`src/rtl/clk_freq_meter.sv`:
```
`default_nettype none
// ============================================================================
//  Module   : clk_freq_meter
//  Purpose  : Measures the period of an asynchronous clock (clkin) in cycles
//             of the reference clock (clksrc). Reports each new period,
//             tracks lock against a nominal period with tolerance, flags a
//             stopped clock, and counts out-of-tolerance periods.
//  Revision : 1.0 - initial release
// ============================================================================
//  Timing: clkin sampled high on clksrc edge N gives a period_valid pulse
//  registered on edge N+3. Sync stage 1 (N), sync stage 2 (N+1), edge-detect
//  register (N+2), measurement/output register (N+3). The pulse is therefore
//  high during the fourth clksrc cycle counted from the sampling edge.
// ============================================================================
module clk_freq_meter #(
    parameter int FREQ_INPUT    = 12_000_000,
    parameter int FREQ_EXPECTED = 1_000,
    parameter int TOL           = 2,
    parameter int LOCK_COUNT    = 4,
    parameter int EXP_PERIOD    = FREQ_INPUT / FREQ_EXPECTED,
    parameter int TIMEOUT_CYC   = 2 * EXP_PERIOD,
    parameter int CNT_WIDTH     = $clog2(TIMEOUT_CYC + 1)
) (
    input  logic                 rstn,
    input  logic                 clksrc,
    input  logic                 clkin,
    output logic [CNT_WIDTH-1:0] period,
    output logic                 period_valid,
    output logic                 locked,
    output logic                 timeout,
    output logic [7:0]           err_cnt
);

    localparam int GOOD_W = $clog2(LOCK_COUNT + 1);

    localparam logic [CNT_WIDTH-1:0] EXP_W     = CNT_WIDTH'(EXP_PERIOD);
    localparam logic [CNT_WIDTH-1:0] TOL_W     = CNT_WIDTH'(TOL);
    localparam logic [CNT_WIDTH-1:0] TIMEOUT_W = CNT_WIDTH'(TIMEOUT_CYC);
    localparam logic [CNT_WIDTH-1:0] CNT_ONE   = CNT_WIDTH'(1);
    localparam logic [GOOD_W-1:0]    GOOD_MAX  = GOOD_W'(LOCK_COUNT);
    localparam logic [GOOD_W-1:0]    GOOD_ONE  = GOOD_W'(1);
    localparam logic [7:0]           ERR_MAX   = 8'hFF;

    typedef enum logic [0:0] {
        IDLE    = 1'b0,
        MEASURE = 1'b1
    } state_t;

    // Synchronizer and edge-detect pipeline
    logic sync1_q;
    logic sync2_q;
    logic hist_q;
    logic edge_q;

    // Measurement state
    state_t                state_q,  state_d;
    logic [CNT_WIDTH-1:0]  cnt_q,    cnt_d;
    logic [CNT_WIDTH-1:0]  period_q, period_d;
    logic                  valid_q,  valid_d;
    logic                  locked_q, locked_d;
    logic                  timeout_q, timeout_d;
    logic [GOOD_W-1:0]     good_q,   good_d;
    logic [7:0]            err_q,    err_d;

    logic [CNT_WIDTH-1:0]  diff_w;
    logic                  in_tol_w;
    logic [GOOD_W-1:0]     good_inc_w;

    // Absolute deviation from nominal, taking the non-wrapping ordering.
    assign diff_w     = (cnt_q >= EXP_W) ? (cnt_q - EXP_W) : (EXP_W - cnt_q);
    assign in_tol_w   = (diff_w <= TOL_W);
    assign good_inc_w = (good_q == GOOD_MAX) ? good_q : (good_q + GOOD_ONE);

    // Bring clkin into the clksrc domain and register a one-cycle rising-edge strobe.
    always_ff @(posedge clksrc or negedge rstn) begin
        if (!rstn) begin
            sync1_q <= 1'b0;
            sync2_q <= 1'b0;
            hist_q  <= 1'b0;
            edge_q  <= 1'b0;
        end else begin
            sync1_q <= clkin;
            sync2_q <= sync1_q;
            hist_q  <= sync2_q;
            edge_q  <= sync2_q & ~hist_q;
        end
    end

    // Next-state logic: period capture, lock tracking, error counting, timeout.
    always_comb begin
        state_d   = state_q;
        cnt_d     = cnt_q;
        period_d  = period_q;
        valid_d   = 1'b0;
        locked_d  = locked_q;
        timeout_d = timeout_q;
        good_d    = good_q;
        err_d     = err_q;

        case (state_q)
            IDLE: begin
                // First edge only opens the measurement window.
                if (edge_q) begin
                    cnt_d   = CNT_ONE;
                    state_d = MEASURE;
                end
            end
            MEASURE: begin
                // An edge wins over a coincident timeout.
                if (edge_q) begin
                    period_d  = cnt_q;
                    valid_d   = 1'b1;
                    cnt_d     = CNT_ONE;
                    timeout_d = 1'b0;
                    if (in_tol_w) begin
                        good_d   = good_inc_w;
                        locked_d = (good_inc_w == GOOD_MAX);
                    end else begin
                        good_d   = '0;
                        locked_d = 1'b0;
                        if (err_q != ERR_MAX) begin
                            err_d = err_q + 8'd1;
                        end
                    end
                end else if (cnt_q == TIMEOUT_W) begin
                    timeout_d = 1'b1;
                    locked_d  = 1'b0;
                    good_d    = '0;
                    cnt_d     = '0;
                    state_d   = IDLE;
                end else begin
                    cnt_d = cnt_q + CNT_ONE;
                end
            end
            default: begin
                state_d = IDLE;
                cnt_d   = '0;
            end
        endcase
    end

    // State and output registers.
    always_ff @(posedge clksrc or negedge rstn) begin
        if (!rstn) begin
            state_q   <= IDLE;
            cnt_q     <= '0;
            period_q  <= '0;
            valid_q   <= 1'b0;
            locked_q  <= 1'b0;
            timeout_q <= 1'b0;
            good_q    <= '0;
            err_q     <= '0;
        end else begin
            state_q   <= state_d;
            cnt_q     <= cnt_d;
            period_q  <= period_d;
            valid_q   <= valid_d;
            locked_q  <= locked_d;
            timeout_q <= timeout_d;
            good_q    <= good_d;
            err_q     <= err_d;
        end
    end

    assign period       = period_q;
    assign period_valid = valid_q;
    assign locked       = locked_q;
    assign timeout      = timeout_q;
    assign err_cnt      = err_q;

endmodule
`default_nettype wire
```
`config.mk`:
```
export PLATFORM = sky130hd
export DESIGN_NAME = clk_freq_meter
export DESIGN_NICKNAME = d
export VERILOG_FILES = /design/src/rtl/clk_freq_meter.sv
export SDC_FILE = /design/constraint.sdc
export NUM_CORES = 1
export LEC_CHECK = 0
export CORE_MARGIN = 2
export CORE_UTILIZATION = 40
export CTS_CLUSTER_DIAMETER = 80
export CTS_CLUSTER_SIZE = 24
export DETAILED_ROUTE_END_ITERATION = 16
export PLACE_DENSITY = 0.7
export RECOVER_POWER = 25
export SYNTH_ARGS = -nofsm -noshare
export SYNTH_HDL_FRONTEND = slang
export SYNTH_SLANG_ARGS = --single-unit
export TNS_END_PERCENT = 50
```
`constraint.sdc`:
```
create_clock -name clksrc -period 9.33 [get_ports clksrc]
set_clock_uncertainty 0.1 [all_clocks]
set_input_delay 0.933 -clock clksrc [delete_from_list [all_inputs] [get_ports clksrc]]
set_output_delay 0.933 -clock clksrc [all_outputs]
set_load 0.02 [all_outputs]
```
==> qor.yml <==
clock_network:
  cts-resized-gates: 0
  clock_latency_ns: 0.32
  tritoncts.num_buffers: 5
  cts.repair_timing.setup_buffer_count: 0
  hold_buffers: 0
  path_clk_slew_ns: 0.09
  ctsLongestPathBuffers: 2
  cts.htree.levels: 2
  cts-root-buf: "clkbuf_8"
  clock_sinks: 49
  tritoncts_clock_tree: "built"
logic_synthesis:
  ys_seq_elements: 49
  synth_top_area_cells: "dfrtp_1, o21ai_0, nand2_1, mux2_2, ha_1"
  post_synth_num_cell_types: 61
  synthesis.nets: 333
  ys.warnings.count: 0
  netlist_instances: 322
  synth_top_area_cell: "dfrtp_1"
  post_synth.cell_area_avg_um2: 9.12
  synth-main-ff-cell: "dfrtp_1"
  post_synth_instance_area_um2: 2940
  synthDominantCellAreaShare: 0.418
  synth_async_sr_flop_share: 1.00
  synth-edff-count: 0
  synth.yosys.seq_area_share: 0.418
grt:
  initial_antenna_violation_count: 0
  grt_pass1_wl_mm: 11.7
  first_global_vias: 2337
  grt_usage: 0.189
  gr-total-overflow: 0
  maximum_number_of_pins_on_one_net_before_global_route_repair: 50
place:
  gpl.final_weighted_congestion: 0.918
  dp_wirelength_mm: 4.90
  portBuffers: 28
finish:
  antenna-diode-count: 0
  most-common-layout-cells: "dfrtp_1, nand2_1, o21ai_0"
  layout.nets: 346
  n_fill_cell: 710
  post-route-util: 0.464
  final_common_cell: "dfrtp_1"
  fraction_of_final_layout_cells_sized_beyond_drive_strength_1: 0.0982
  area_delta_synth_final_pct: 13.3
drt:
  routed_wl_mm: 7.04
  detail_route.vias_per_cell: 5.67
  wl_per_cell_um: 16.2
  dr.first_iter.drc_count: 209
  detail_route.drc_violations: 0
  num_vias: 2466
  drtPass1Iterations: 4
  detail-route-antenna-nets: 0
setup_path:
  timing.critical_path.to_type: "flop"
  worst-endpoint-arrival_ns: 3.56
  cpPeakStageDelay_ns: 0.64
  worst-r2r-setup-slack_ns: 5.87
  timing.critical_path.slowest_stage_cell: "dfrtp_1"
  path_cells: "ha_1 -> nand2_1 -> nor3_1 -> a21oi_1 -> or3_1 -> o32a_1 -> or4b_1 -> nand2_4 -> mux2_1"
  cp_max_fo: 17
  cp_startpoint_kind: "flop"
  crit_required_ns: 9.43
  timing_worst_setup_path_type: "reg -> reg"
pwr:
  pwr_density_cell_nw_per_um2: 174
  peakVddDrop_uv: 97.2
  leakagePower_uw: 0.00134
floorplan:
  core_um2: 7180
  die_w_um: 89.7
  dieHeight_um: 89.7
  io-pin-count: 29
  initial_core_util: 0.409
  die-area_um2: 8040
  core.rowCount: 31
sta:
  max_freq_mhz: 289
  relSlewSlack: -0.747
  final_min_period_over_clock_period: 0.371
  final_hold_viol_count: 0
  finalSetupTns_ns: 0
  final-setup-viol-count: 0
  worst-slew-pin-transition_ns: 2.62
  grt_setup_unrepaired: "no"
  number_of_slew_limit_violations_in_the_final_report: 50
  minimum_clock_period_after_layout_ns: 3.46
worst_hold_path:
  hold_path_class: "reg -> reg"
status:
  outcome: "finished, violations left"
  failed_checks: "capacitance limit, slew limit"
run:
  timing.max_cap.violations: 1
metal layers:
| layer | track usage | part of all wire |
|---|---|---|
| met1 | 0.262 | 0.47 |
| met2 | 0.303 | 0.46 |
| met3 | 0.0256 | 0.044 |
| met4 | 0.0678 | 0.022 |
| met5 | 0 | 0 |
cell type report:
| type | count | area [um2] | share of cell area |
|---|---|---|---|
| clock buffers | 5 | 68.8 | 0.0207 |
| flip-flops and latches | 49 | 1230 | 0.369 |
| repair buffers | 28 | 274 | 0.0824 |
| well taps | 99 | 124 | 0.0372 |
| inverters | 11 | 41.3 | 0.0124 |
| clock inverters | 3 | 22.5 | 0.00677 |
| multi-input cells | 240 | 1570 | 0.472 |
flip-flops by register name, summed over array words and instances, names as in the netlist, 3 cells and up:
| signal | count |
|---|---|
| good_q | 3 |
| period | 15 |
| cnt_q | 15 |
| err_cnt | 8 |
power by group:
group          leakage, uW  total, uW  switching [uW]  internal (uW)
Clock            0.0000364        129            76.0           52.7
Combinational     0.000657        170            91.0           79.4
Sequential        0.000650        280            40.4            240
Total              0.00134        579             207            372
through the flow:
step | setup slack [ns] | std cells | total power, uW | hold slack, ns | instance area [um2]
finish | 5.87 | 435 | 579 | 0.260 | 3330
global route | 5.66 | 435 | 615 | 0.269 | 3330
CTS | 5.92 | 435 | 586 | 0.269 | 3330
detailed placement | 5.90 | 427 | 455 | 0.244 | 3240
global placement | 5.95 | 427 | 454 | 0.239 | 3240
floorplan | 6.26 | 322 | 386 | 0.231 | 2940
Yosys cell counts (3+ instances only):
cell type,instances
buf_2,7
nand2_1,34
nor3_2,3
xnor2_1,10
a21o_1,4
a31oi_1,5
nand4_1,7
nor3_1,6
and2_1,4
clkbuf_1,13
and3_1,7
ha_1,8
a22o_1,3
dfrtp_1,49
o31ai_1,3
o21ai_0,33
or4b_1,3
mux2_2,10
nand3_1,15
inv_1,10
a21oi_1,16
nor2_1,23
path summary, 6_finish.rpt:
| kind | startpoint | to | cells past startpoint |
|---|---|---|---|
| max in group asynchronous | rstn | err_cnt[4]$_DFFE_PN0P_ | 1 |
| min in group asynchronous | rstn | cnt_q[8]$_DFFE_PN0P_ | 1 |
| min reg2reg | sync1_q$_DFF_PN0_ | sync2_q$_DFF_PN0_ | 0 |
| max reg2reg | cnt_q[5]$_DFFE_PN0P_ | err_cnt[1]$_DFFE_PN0P_ | 9 |
| min | sync1_q$_DFF_PN0_ | sync2_q$_DFF_PN0_ | 0 |
| max | cnt_q[5]$_DFFE_PN0P_ | err_cnt[1]$_DFFE_PN0P_ | 9 |
cell families (layout without fill, tap and decap cells):
family	count (synthesis)	in the layout	share of synthesized area
AO/OA/AOI/OAI	84	84	0.189
XOR/XNOR	11	11	0.0328
adder cells (fa/ha/maj)	8	8	0.0341
buffers and inverters	33	47	0.0477
flip-flops	49	49	0.418
multiplexers	13	13	0.0490
AND/OR/NAND/NOR	124	124	0.230
critical path, delay by kind of cell (launching register included):
kind	cells	cell delay [ns]
AND/OR/NAND/NOR	5	1.53
flip-flops	1	0.64
adder cells (fa/ha/maj)	1	0.38
AO/OA/AOI/OAI	2	0.37
multiplexers	1	0.32
Note: power is estimated with default switching activity, not from simulation.
